### config.mk
export PLATFORM = sky130hd
export DESIGN_NAME = forprop_engine
export DESIGN_NICKNAME = d
export VERILOG_FILES = /design/src/rtl/fp_pkg.sv /design/src/rtl/forprop_engine_mac_unit.sv /design/src/rtl/forprop_engine.sv
export SDC_FILE = /design/constraint.sdc
export NUM_CORES = 1
export LEC_CHECK = 0
export BUFFER_PORTS_ARGS = -buffer_cell sky130_fd_sc_hd__clkbuf_2
export CAP_MARGIN = 20
export CORE_MARGIN = 1.5
export CORE_UTILIZATION = 40
export CTS_BUF_LIST = sky130_fd_sc_hd__clkbuf_8
export DETAILED_ROUTE_END_ITERATION = 6
export HOLD_SLACK_MARGIN = 0.06
export SLEW_MARGIN = 0
export SYNTH_ARGS = -nofsm -noshare
export SYNTH_HDL_FRONTEND = slang
export SYNTH_HIERARCHICAL = 1
export SYNTH_SLANG_ARGS = --single-unit
export TNS_END_PERCENT = 10
### constraint.sdc
create_clock -name clk -period 6.6 [get_ports clk]
set_clock_uncertainty 0.2 [all_clocks]
set_input_delay 0.99 -clock clk [delete_from_list [all_inputs] [get_ports clk]]
set_output_delay 0.99 -clock clk [all_outputs]
set_load 0.05 [all_outputs]
### src/rtl/fp_pkg.sv
// fp_pkg: shared types, default sizes and sizing checks for the forward-propagation engine.
//   fp_state_t : controller states IDLE, MAC, DRAIN, WRITE, DONE
//   *_DEF      : default layer geometry and datapath widths
//   PIX_AW, W_AW, CLS_W : address/index widths for the default geometry
//   acc_w_ok() : true when an accumulator width cannot overflow over a full dot product
package fp_pkg;
    typedef enum logic [2:0] {IDLE, MAC, DRAIN, WRITE, DONE} fp_state_t;
    localparam int IMG_SIZE_DEF = 256;
    localparam int CLASSES_DEF  = 10;
    localparam int PIX_W_DEF    = 8;
    localparam int WGT_W_DEF    = 8;
    localparam int ACC_W_DEF    = 24;
    localparam int PIX_AW = $clog2(IMG_SIZE_DEF);
    localparam int W_AW   = $clog2(IMG_SIZE_DEF * CLASSES_DEF);
    localparam int CLS_W  = $clog2(CLASSES_DEF);
    function automatic bit acc_w_ok(int acc_w, int pix_w, int wgt_w, int img);
        return acc_w >= pix_w + wgt_w + $clog2(img);
    endfunction
endpackage

### src/rtl/forprop_engine_mac_unit.sv
// mac_unit: registered signed multiply-accumulate of an unsigned pixel and a signed weight.
//   clk, reset : clock, synchronous active-high reset
//   clear_i    : zero the accumulator (wins over en_i)
//   en_i       : add pixel_i * weight_i to the accumulator
//   pixel_i    : unsigned pixel, zero-extended before the multiply
//   weight_i   : two's-complement weight
//   acc_o      : signed running sum
module mac_unit #(
    parameter int PIX_W = 8,
    parameter int WGT_W = 8,
    parameter int ACC_W = 24
) (
    input  logic                    clk,
    input  logic                    reset,
    input  logic                    clear_i,
    input  logic                    en_i,
    input  logic [PIX_W-1:0]        pixel_i,
    input  logic [WGT_W-1:0]        weight_i,
    output logic signed [ACC_W-1:0] acc_o
);
    logic signed [PIX_W+WGT_W:0] prod;
    logic signed [ACC_W-1:0]     acc_q;
    assign prod  = $signed({1'b0, pixel_i}) * $signed(weight_i);
    assign acc_o = acc_q;
    always_ff @(posedge clk) begin
        if (reset || clear_i) acc_q <= '0;
        else if (en_i)        acc_q <= acc_q + ACC_W'(prod);
    end
endmodule

### src/rtl/forprop_engine.sv
// forprop_engine: dense-layer forward pass streaming pixel/weight RAMs through one MAC, with argmax.
//   clk, reset     : clock, synchronous active-high reset
//   start_forprop  : level run request; forprop_done held until it drops
//   pix_re/addr    : pixel RAM read port, pix_data valid one cycle later
//   w_re/addr      : weight RAM read port (n*IMG_SIZE+i), w_data valid one cycle later
//   score_we/addr/data : one signed score per neuron
//   pred_class     : argmax of the last completed run (ties keep the lower index)
module forprop_engine
    import fp_pkg::*;
#(
    parameter int IMG_SIZE = IMG_SIZE_DEF,
    parameter int CLASSES  = CLASSES_DEF,
    parameter int PIX_W    = PIX_W_DEF,
    parameter int WGT_W    = WGT_W_DEF,
    parameter int ACC_W    = ACC_W_DEF
) (
    input  logic                            clk,
    input  logic                            reset,
    input  logic                            start_forprop,
    output logic                            forprop_done,
    output logic                            pix_re,
    output logic [$clog2(IMG_SIZE)-1:0]     pix_addr,
    input  logic [PIX_W-1:0]                pix_data,
    output logic                            w_re,
    output logic [$clog2(IMG_SIZE*CLASSES)-1:0] w_addr,
    input  logic [WGT_W-1:0]                w_data,
    output logic                            score_we,
    output logic [$clog2(CLASSES)-1:0]      score_addr,
    output logic [ACC_W-1:0]                score_data,
    output logic [$clog2(CLASSES)-1:0]      pred_class
);
    localparam int PAW = $clog2(IMG_SIZE);
    localparam int WAW = $clog2(IMG_SIZE * CLASSES);
    localparam int CW  = $clog2(CLASSES);

    if (!acc_w_ok(ACC_W, PIX_W, WGT_W, IMG_SIZE)) begin : g_acc_w_check
        $error("forprop_engine: ACC_W too narrow for IMG_SIZE/PIX_W/WGT_W");
    end

    fp_state_t               state_q, state_d;
    logic [CW-1:0]           n_q, n_d, max_idx_q, max_idx_d, pred_q, pred_d;
    logic [PAW-1:0]          i_q, i_d;
    logic                    v_q, v_d, done_q, clear;
    logic signed [ACC_W-1:0] acc, max_score_q, max_score_d;
    logic                    better;

    mac_unit #(.PIX_W(PIX_W), .WGT_W(WGT_W), .ACC_W(ACC_W)) u_mac (
        .clk(clk), .reset(reset), .clear_i(clear), .en_i(v_q),
        .pixel_i(pix_data), .weight_i(w_data), .acc_o(acc)
    );

    // Addresses come straight from (n,i), which stay frozen outside MAC, so they hold.
    assign pix_addr     = i_q;
    assign w_addr       = WAW'(n_q) * WAW'(IMG_SIZE) + WAW'(i_q);
    assign score_addr   = n_q;
    assign score_data   = acc;
    assign pred_class   = pred_q;
    assign forprop_done = done_q;
    assign better       = (n_q == '0) || (acc > max_score_q);

    always_comb begin
        state_d     = state_q;
        n_d         = n_q;
        i_d         = i_q;
        v_d         = v_q;
        max_score_d = max_score_q;
        max_idx_d   = max_idx_q;
        pred_d      = pred_q;
        clear       = 1'b0;
        pix_re      = 1'b0;
        w_re        = 1'b0;
        score_we    = 1'b0;
        case (state_q)
            IDLE: if (start_forprop) begin
                state_d = MAC;
                n_d     = '0;
                i_d     = '0;
                v_d     = 1'b0;
                clear   = 1'b1;
            end
            MAC: begin
                pix_re = 1'b1;
                w_re   = 1'b1;
                v_d    = 1'b1;
                if (i_q == PAW'(IMG_SIZE - 1)) state_d = DRAIN;
                else                           i_d = i_q + 1'b1;
            end
            DRAIN: begin
                v_d     = 1'b0;
                state_d = WRITE;
            end
            WRITE: begin
                score_we = 1'b1;
                if (better) begin
                    max_score_d = acc;
                    max_idx_d   = n_q;
                end
                if (n_q == CW'(CLASSES - 1)) begin
                    state_d = DONE;
                    // Fold in this neuron's comparison, since max_idx_q updates on the same edge.
                    pred_d  = better ? n_q : max_idx_q;
                end else begin
                    state_d = MAC;
                    n_d     = n_q + 1'b1;
                    i_d     = '0;
                    clear   = 1'b1;
                end
            end
            DONE: if (!start_forprop) state_d = IDLE;
            default: state_d = IDLE;
        endcase
    end

    always_ff @(posedge clk) begin
        if (reset) begin
            state_q     <= IDLE;
            n_q         <= '0;
            i_q         <= '0;
            v_q         <= 1'b0;
            max_score_q <= '0;
            max_idx_q   <= '0;
            pred_q      <= '0;
            done_q      <= 1'b0;
        end else begin
            state_q     <= state_d;
            n_q         <= n_d;
            i_q         <= i_d;
            v_q         <= v_d;
            max_score_q <= max_score_d;
            max_idx_q   <= max_idx_d;
            pred_q      <= pred_d;
            // Registered so done rises one cycle into DONE and falls one cycle after leaving it.
            done_q      <= (state_q == DONE);
        end
    end
endmodule

==> impl_metrics.env <==
export IMPL_crit_type="input port to flip-flop"
export IMPL_grt_pass1_vias=5636
export IMPL_cts_sinks=73
export IMPL_crit_required_ns=6.64
export IMPL_synth_area_um2=7390
export IMPL_fin_crit_sh_pct=85.5
export IMPL_cts_setup_buffers=0
export IMPL_switchingPower_uw=1020
export IMPL_pwr_share_comb_pct=60.1
export IMPL_yosys_warnings=6
export IMPL_die_height_um=139
export IMPL_crit_fanout=12
export IMPL_dp_cells=1093
export IMPL_insertion_delay_ns=0.35
export IMPL_crit_path_start_kind="input port"
export IMPL_dp_slack_ns=0.546
export IMPL_clock_tree_root_cell="clkbuf_8"
export IMPL_powerDensity_nw_per_um2=275
export IMPL_cts_max_level=3
export IMPL_grt_antenna_before_repair=0
export IMPL_regArea_um2=1460
export IMPL_drive_above_1_share_pct=12.9
export IMPL_die_w_um=139
export IMPL_grt_max_degree=46
export IMPL_core_area_um2=18000
export IMPL_multiInputGateArea_um2=5290
export IMPL_cts_hold_buf=0
export IMPL_routed_wl_um=16000
export IMPL_final_nets=1051
export IMPL_synth_async_reset_ratio_pct=0
export IMPL_netlist_instances=826
export IMPL_p_int_uw=1190
export IMPL_p_seq_share_pct=23.0
export IMPL_ys_types=69
export IMPL_slew_headroom_pct=45.5
export IMPL_clk_pin_slew_ns=0.08
export IMPL_place_area_um2=7820
export IMPL_initial_core_util_pct=41.0
export IMPL_io_buffers=74
export IMPL_rrSetupSlack_ns=1.53
export IMPL_syn_nets=1001
export IMPL_fillerInstances=1853
export IMPL_ant_nets=0
export IMPL_hpwlAfterDp_um=12700
export IMPL_setup_violations_final=0
export IMPL_worstReg2RegStart="u_mac/acc_o[4]"
export IMPL_grt_use_total_pct=17.3
export IMPL_p_leak_uw=0.00366
export IMPL_synth_seq_cells=73
export IMPL_endpoint_kind="flip-flop"
export IMPL_min_path_type="flip-flop to flip-flop"
export IMPL_post_drt_wl_per_cell_um=14.4
export IMPL_cts_path_max_buffers=2
export IMPL_fin_crit_ns=5.65
export IMPL_max_cap_viol_count=0
export IMPL_timing_rr_end="u_mac/acc_o[18]"
export IMPL_grt_setup_unrepaired="false"
export IMPL_ir_worst_vdd_v=0.000216
export IMPL_ios=75
export IMPL_endpoint="u_mac/acc_o[18]"
export IMPL_yosys_area_top_type="dfxtp_1"
export IMPL_synthFlopType="dfxtp_1"
export IMPL_syn_area_per_cell_um2=8.95
export IMPL_viasPerCell=5.12
export IMPL_cts_tree="yes"
export IMPL_drcViolationCount=0
export IMPL_netlist_top_cells_area="dfxtp_1 20%, ha_1 18%, fa_1 14%"
export IMPL_p_clk_share_pct=16.9
export IMPL_cp_arrival_ns=5.69
export IMPL_grt_pass1_wl_um=27800
export IMPL_synth_edf_count=0
export IMPL_synth_top_area_share_pct=19.8
export IMPL_die_area_um2=19300
export IMPL_worstSetupStartpoint="w_data[7]"
export IMPL_r2r_cells=17
export IMPL_slew_violations=0
export IMPL_cts_inserted_buffers=9
export IMPL_fin_tns_setup_ns=0
export IMPL_fin_cells=1110
export IMPL_grt_overflow=0
export IMPL_drt_iter0_drc=193
export IMPL_outcome="complete, no violations"
export IMPL_postLayoutCoreUtil_pct=44.6
export IMPL_area_growth_pct=8.74
export IMPL_rows=49
export IMPL_synth_yosys_seq_area_share_pct=19.8
export IMPL_p_sw_share_pct=46.2
export IMPL_fin_ws_ns=0.954
export IMPL_n_antenna_cell=0
export IMPL_post_cts_resized=0
export IMPL_first_pass_iters=4
export IMPL_hold_viol=0
export IMPL_worstMarginPinSlew_ns=0.818
export IMPL_gp_congestion=0.897
export IMPL_vias=5687
export IMPL_design_area_um2=8040
export IMPL_timing_fmax_ghz=0.177
-- power by group through the flow --
| stage | clock network, µW | registers [µW] | logic, µW |
|---|---|---|---|
| 6_report | 372 | 508 | 1330 |
| 5_1_grt | 405 | 513 | 1530 |
| 4_1_cts | 388 | 511 | 1330 |
| 3_5_place_dp | 0 | 522 | 1320 |
| 3_3_place_gp | 0 | 523 | 1310 |
| 2_1_floorplan | 0 | 573 | 1000 |
-- area by class of cell --
| type | instances | area share [%] |
|---|---|---|
| Timing Repair Buffer | 79 | 5.08 |
| Inverter | 102 | 4.76 |
| Clock inverter | 6 | 0.919 |
| Multi-Input combinational cell | 611 | 65.8 |
| Sequential cell | 73 | 18.2 |
| Tap cell | 229 | 3.57 |
| Clock buffer | 10 | 1.71 |
-- kinds of logic (layout without fill, tap and decap cells) --
logic type      Yosys count  after routing  share of synthesized area [%]
fa+ha+maj               156            156                           31.7
mux                      40             40                           5.42
flops                    73             73                           19.8
buf+inv                 142            197                           8.70
compound gates          125            125                           12.2
xor+xnor                 19             19                           2.25
simple gates            271            271                           20.0
-- cell usage in the layout (no fill, tap or decap), drive strengths merged, types with 7 or more instances in the layout --
cell    netlist  final
ha          104    104
and2         34     34
dfxtp        73     73
o21ai        15     15
fa           52     52
clkbuf       17     84
or2b         22     22
nor2         46     46
o211ai        9      9
xnor2         8      8
or3           9      9
nand2        57     57
nor2b         7      7
nand4        13     13
xor2         11     11
a211oi        9      9
inv         102    105
and3         10     10
nand3        18     18
a21oi        40     40
mux2i        40     40
a21o          8      8
nand2b       40     40
-- state kept, by name (all words and copies together) (netlist names), 3 cells and up --
| register | cells |
|---|---|
| pix_addr | 8 |
| score_addr | 4 |
| u_mac/acc_o | 24 |
| max_idx_q | 4 |
| state_q | 3 |
| pred_class | 4 |
| max_score_q | 24 |
-- layer usage --
metal	track usage, %	wire [µm]	up-vias
met3	2.69	341	12
met1	23.7	7770	2710
met2	29.2	7670	72
met4	3.62	199	0
li1	-	-	2893
met5	0	0	-
-- Yosys cell counts, drive strengths merged, types with 7 or more instances --
| master | count |
|---|---|
| ha | 104 |
| nand2 | 57 |
| a21oi | 40 |
| fa | 52 |
| a211oi | 9 |
| nand3 | 18 |
| nand2b | 40 |
| and3 | 10 |
| xnor2 | 8 |
| a21o | 8 |
| and2 | 34 |
| xor2 | 11 |
| o21ai | 15 |
| or3 | 9 |
| mux2i | 40 |
| buf | 23 |
| nor2 | 46 |
| nor2b | 7 |
| o211ai | 9 |
| clkbuf | 17 |
| nand4 | 13 |
| or2b | 22 |
| inv | 102 |
| dfxtp | 73 |
-- critical path, stage by stage --
cell and delay, ns:
clkbuf_2 0.29, inv_1 0.23, fa_1 0.57, inv_1 0.05, fa_1 0.51, fa_1 0.44
fa_1 0.52, fa_1 0.40, ha_1 0.36, a21o_1 0.22, a21oi_2 0.16, a21oi_2 0.11
or2_4 0.25, a311o_1 0.35, a41o_1 0.23
-- metrics by stage --
stage	hold WS, ns	power [µW]
finish	0.255	2210
floorplan	0.234	1570
global placement	0.245	1840
global route	0.286	2450
detailed placement	0.246	1850
CTS	0.258	2230
-- worst min path at each step --
stage	from	depth (start not counted)	to	slack (ns)
2_1_floorplan	max_idx_q[0]	2	pred_class[0]	0.23
3_3_place_gp	pred_class[2]	2	pred_class[2]	0.24
3_5_place_dp	pred_class[2]	2	pred_class[2]	0.25
4_1_cts	pred_class[2]	2	pred_class[2]	0.26
5_1_grt	pred_class[2]	2	pred_class[2]	0.29
6_report	pred_class[2]	2	pred_class[2]	0.25
No activity file was read; power rests on OpenSTA's default activity.
